## config.mk

```make
export PLATFORM = sky130hd
export DESIGN_NAME = result_serialize
export DESIGN_NICKNAME = d
export VERILOG_FILES = /design/src/rtl/result_serialize_pkg.sv /design/src/rtl/result_serialize.sv
export SDC_FILE = /design/constraint.sdc
export NUM_CORES = 1
export LEC_CHECK = 0
export CORE_UTILIZATION = 49
export DETAILED_ROUTE_END_ITERATION = 10
export HOLD_SLACK_MARGIN = 0.15
export PLACE_DENSITY = 0.81
export SLEW_MARGIN = 20
export SYNTH_ARGS = -nofsm -noshare
export SYNTH_HDL_FRONTEND = slang
export SYNTH_SLANG_ARGS = --single-unit
```

## constraint.sdc

```tcl
create_clock -name clk -period 2.5 [get_ports clk]
set_input_delay 0.625 -clock clk [delete_from_list [all_inputs] [get_ports clk]]
set_output_delay 0.625 -clock clk [all_outputs]
set_load 0.03 [all_outputs]
```

## src/rtl/result_serialize_pkg.sv

```systemverilog
`default_nettype none
// ============================================================================
// Module      : result_serialize_pkg
// Description : Shared constants and types for the result serializer: config
//               register addresses, frame length width and the FSM encoding.
// Revision    : 1.0 - initial release
// ============================================================================
package result_serialize_pkg;

  // Config register addresses; the store address sits next to the layers one.
  localparam int CFG_LAYERS  = 1;
  localparam int CFG_STORE   = 2;

  // Frame length register width (words per frame minus one).
  localparam int FRAME_LEN_W = 16;

  // EMPTY: no word held. SEND: a word is held and being emitted beat by beat.
  typedef enum logic {
    ST_EMPTY = 1'b0,
    ST_SEND  = 1'b1
  } state_e;

endpackage : result_serialize_pkg
`default_nettype wire

```

## src/rtl/result_serialize.sv

```systemverilog
`default_nettype none
// ============================================================================
// Module      : result_serialize
// Description : Accepts one full-depth result word per valid/ready transfer and
//               emits it as DEPTH_NB/GROUP_NB narrower beats, counting words per
//               frame and flagging the final beat of each frame with str_last.
// Revision    : 1.0 - initial release
// ============================================================================
module result_serialize
  import result_serialize_pkg::*;
#(
  parameter int CFG_DWIDTH = 32,
  parameter int CFG_AWIDTH = 5,
  parameter int DEPTH_NB   = 16,
  parameter int GROUP_NB   = 4,
  parameter int IMG_WIDTH  = 16
) (
  input  logic                          clk,
  input  logic                          rst,
  input  logic [CFG_DWIDTH-1:0]         cfg_data,
  input  logic [CFG_AWIDTH-1:0]         cfg_addr,
  input  logic                          cfg_valid,
  input  logic [IMG_WIDTH*DEPTH_NB-1:0] result_bus,
  input  logic                          result_val,
  output logic                          result_rdy,
  output logic [GROUP_NB*IMG_WIDTH-1:0] str_bus,
  output logic                          str_last,
  output logic                          str_val,
  input  logic                          str_rdy,
  output logic                          busy
);

  localparam int BEATS = DEPTH_NB / GROUP_NB;
  localparam int BW    = (BEATS > 1) ? $clog2(BEATS) : 1;
  localparam int LW    = GROUP_NB * IMG_WIDTH;
  localparam logic [BW-1:0] LAST_BEAT = BW'(BEATS - 1);

  state_e                        state_q, state_d;
  logic [IMG_WIDTH*DEPTH_NB-1:0] hold_q, hold_d;
  logic [BW-1:0]                 beat_q, beat_d;
  logic [FRAME_LEN_W-1:0]        word_cnt_q, word_cnt_d;
  logic [FRAME_LEN_W-1:0]        frame_len_q, frame_len_d;
  logic [FRAME_LEN_W-1:0]        frame_len_nxt_q, frame_len_nxt_d;

  logic full;
  logic beat_last;
  logic frame_last;
  logic str_xfer;
  logic res_xfer;
  logic cfg_hit;
  logic unused_cfg_bits;

  // Only the low 16 config bits carry the frame length.
  assign unused_cfg_bits = ^cfg_data;

  assign full       = (state_q == ST_SEND);
  assign beat_last  = (beat_q == LAST_BEAT);
  assign frame_last = (word_cnt_q == frame_len_q);
  assign cfg_hit    = cfg_valid && (cfg_addr == CFG_AWIDTH'(CFG_STORE));

  // Outputs are forced quiet while reset is high, since the registers only
  // clear on the following edge.
  assign result_rdy = ~rst && (~full || (str_rdy && beat_last));
  assign str_val    = ~rst && full;
  assign str_last   = ~rst && full && beat_last && frame_last;
  assign busy       = ~rst && ((word_cnt_q != '0) || full);
  assign str_bus    = rst ? '0 : hold_q[int'(beat_q)*LW +: LW];

  assign str_xfer   = str_val && str_rdy;
  assign res_xfer   = result_val && result_rdy;

  // Next-state logic: config staging, frame-boundary length load, word hold
  // and beat/word counting.
  always_comb begin
    state_d         = state_q;
    hold_d          = hold_q;
    beat_d          = beat_q;
    word_cnt_d      = word_cnt_q;
    frame_len_d     = frame_len_q;
    frame_len_nxt_d = frame_len_nxt_q;

    if (cfg_hit) begin
      frame_len_nxt_d = cfg_data[FRAME_LEN_W-1:0];
    end

    // Frame boundary: the staged value (before any same-cycle write) becomes
    // active, so a mid-frame write only affects the following frame.
    if (!full && (word_cnt_q == '0)) begin
      frame_len_d = frame_len_nxt_q;
    end

    case (state_q)
      ST_EMPTY: begin
        if (res_xfer) begin
          state_d = ST_SEND;
          hold_d  = result_bus;
          beat_d  = '0;
        end
      end
      ST_SEND: begin
        if (str_xfer) begin
          if (beat_last) begin
            word_cnt_d = frame_last ? '0 : word_cnt_q + FRAME_LEN_W'(1);
            beat_d     = '0;
            // A word offered on the final beat is taken without a bubble.
            if (res_xfer) begin
              hold_d = result_bus;
            end else begin
              state_d = ST_EMPTY;
            end
          end else begin
            beat_d = beat_q + BW'(1);
          end
        end
      end
      default: begin
        state_d = ST_EMPTY;
      end
    endcase
  end

  // State register with synchronous reset; reset drops any held word.
  always_ff @(posedge clk) begin
    if (rst) begin
      state_q         <= ST_EMPTY;
      hold_q          <= '0;
      beat_q          <= '0;
      word_cnt_q      <= '0;
      frame_len_q     <= '0;
      frame_len_nxt_q <= '0;
    end else begin
      state_q         <= state_d;
      hold_q          <= hold_d;
      beat_q          <= beat_d;
      word_cnt_q      <= word_cnt_d;
      frame_len_q     <= frame_len_d;
      frame_len_nxt_q <= frame_len_nxt_d;
    end
  end

endmodule : result_serialize
`default_nettype wire

```

==> impl_metrics.yaml <==
worst_setup_path:
  end_kind: "output pin"
  cp-start-kind: "register"
  critPathMaxFanout: 6
  critPathKind: "register to output pin"
  required_ns: 1.88
  arrival_ns: 2.15
  reg2regPathDepth: 14
power:
  vdd_ir_drop_max_mv: 0.464
  power_density_mw_per_mm2: 624
  leakage_uw: 0.00757
  p_total_uw: 12400
final_layout:
  areaGrowthSynthToFinish_pct: 45.9
  post-route-util_pct: 73.4
  final_area_sq_mm: 0.0199
  drive_gt1_share_pct: 18.3
  nets: 2176
  layout_common_cells: "dfxtp_1 (302), clkdlybuf4s50_1 (280), nand2_1 (269), nand2b_1 (256), o21ai_1 (180)"
  mostFrequentLayoutCell: "dfxtp_1"
  final.fill_count: 1864
clocking:
  numCtsBuffers: 35
  clkLatencyLatePin_ns: 0.50
  clk_pin_slew_ns: 0.06
  cts_sinks: 307
  root_buffer: "clkbuf_16"
  cts_tree: "built"
  cts_max_path_buffers: 3
  htreeDepth: 2
sta:
  hold_violations: 0
  tns_ns: -11.83
  min_period_over_period_pct: 111
  fmax_mhz: 360
  finClkSkew_ns: 0.0134
  worst_pin_slew_ns: 0.418
  setup_viol: 66
  setup_slack_ns: -0.275
  maxSlewViolCount: 0
  min_period_ns: 2.78
  slew_headroom_pct: 72.0
  grt_setup_unrepaired: "true"
placement:
  place_hpwl_mm: 26.4
  dpl-instance-area_sq_mm: 0.0176
  place_congestion: 0.864
  post-place-ws_ns: -0.0759
  port_buffers: 349
yosys:
  synth_area_per_cell_sq_um: 9.08
  yosysWarningCount: 0
  netlist_area_sq_mm: 0.0136
  synth_seq_cells: 307
  synth_cell_types: 34
  synth-seq-area-share_pct: 45.1
  synthCells: 1502
  syn_nets: 1803
grt:
  gr-total-overflow: 0
  grt_max_degree: 58
  gr-usage-all-layers_pct: 27.4
  grt_pass1_wl_mm: 61.6
  grt_pass1_vias: 11800
  antenna_found_initial: 3
floorplanning:
  die_h_um: 169
  coreArea_sq_mm: 0.0271
  die_w_um: 169
  row_count: 60
  initial_utilization_pct: 50.3
  io_pins: 366
  dieArea_sq_mm: 0.0285
detailed_routing:
  first_iter_violations: 820
  vias_per_cell: 5.26
  route.detailed.drc: 0
  vias: 12000
  wl_mm: 40.3
  wire_per_inst_um: 17.7
  ant_nets: 0
  firstDrtPassIters: 5
outcome:
  outcome: "finished with violations"
  violations: "setup timing"
run:
  drv_cap: 0
worst_hold_path:
  whs_path_depth: 2
  hold_path.class: "register to register"
flip-flops by register name, summed over array words and instances, names as in the netlist:
register / count
hold_q: 256
beat_q: 2
frame_len_nxt_q: 16
word_cnt_q: 16
frame_len_q: 16
full: 1
synth_stat cells:
library cell	instances	area share (%)
dfxtp_1	307	45
nand2_1	269	7.4
nand2b_1	256	12
o21ai_1	180	6.6
o21ai_0	78	2.9
clkbuf_1	74	2.0
nor2b_1	67	3.1
mux4_2	64	11
nor2_1	58	1.6
mux2i_1	33	2.4
xor2_1	26	1.7
buf_6	22	1.8
buf_2	19	0.70
nand4_1	7	0.32
nor4_1	7	0.32
nand3_1	5	0.18
buf_1	4	0.11
ha_1	3	0.28
inv_1	3	0.083
a21oi_1	2	0.073
a32oi_1	2	0.13
nand3b_1	2	0.11
nor4b_1	2	0.13
xnor2_1	2	0.13
a21boi_2	1	0.083
a31oi_1	1	0.046
and2_1	1	0.046
and3_1	1	0.046
buf_4	1	0.055
nand4b_1	1	0.064
nor3_1	1	0.037
nor3b_1	1	0.055
o21bai_1	1	0.055
or2_2	1	0.046
final timing paths:
check | endpoint | start | slack [ns]
min reg2reg | hold_q[160] | hold_q[160] | 0.46
max reg2reg | hold_q[104] | beat_q[0] | 0.06
max | str_bus[57] | beat_q[0] | -0.28
min | hold_q[160] | hold_q[160] | 0.46
stage by stage:
stage | hold WS, ns | cells
final | 0.462 | 2276
after floorplan | 0.439 | 1502
after detailed placement | 0.452 | 2170
after global routing | 0.473 | 2276
after CTS | 0.462 | 2267
after global placement | 0.447 | 2170
logic make-up after synthesis:
kind of cell	Yosys count	synth area share [%]
AOI/OAI and AO/OA	265	9.86
xor gates and xnor gates	28	1.80
adders and majority gates	3	0.275
buffers and inverters	123	4.80
DFF	307	45.1
muxes	97	13.0
and+or+nand+nor	679	25.2
report_power, final:
group	switching, uW	internal [uW]
clock	1990	3280
combinational	734	1070
sequential	160	5180
cell type report:
| type | instances | area, sq um | area share [%] |
|---|---|---|---|
| flip-flops and latches | 307 | 6160 | 31.0 |
| clock buffers | 52 | 1070 | 5.39 |
| clock inverters | 10 | 131 | 0.661 |
| multi-input cells | 1072 | 7170 | 36.0 |
| repair buffers | 456 | 4870 | 24.5 |
| diodes | 4 | 10.0 | 0.0503 |
| well taps | 372 | 465 | 2.34 |
| inverters | 3 | 11.3 | 0.0566 |
per-layer routing:
metal | up-vias | wire (um) | GRT usage, %
li1 | 5741 | - | -
met1 | 5724 | 16800 | 34.3
met2 | 404 | 19500 | 47.1
met3 | 109 | 2170 | 4.42
met4 | 0 | 1790 | 10.7
met5 | - | 0 | 0
worst max-delay path, cell delays in order (launching register included):
cell     delay [ns]
dfxtp_4        0.37
buf_12         0.13
buf_12         0.12
buf_16         0.13
buf_12         0.11
mux4_2         0.48
nor2b_1        0.14
buf_4          0.17
repair_timing:
item	in CTS	in global routing
setup buffers	29	7
setup endpoints to repair	68	77
cloned	6	1
pin swaps	2	2
hold buffers	0	0
resized for setup	309	92
No activity file was read; power rests on OpenSTA's default activity.
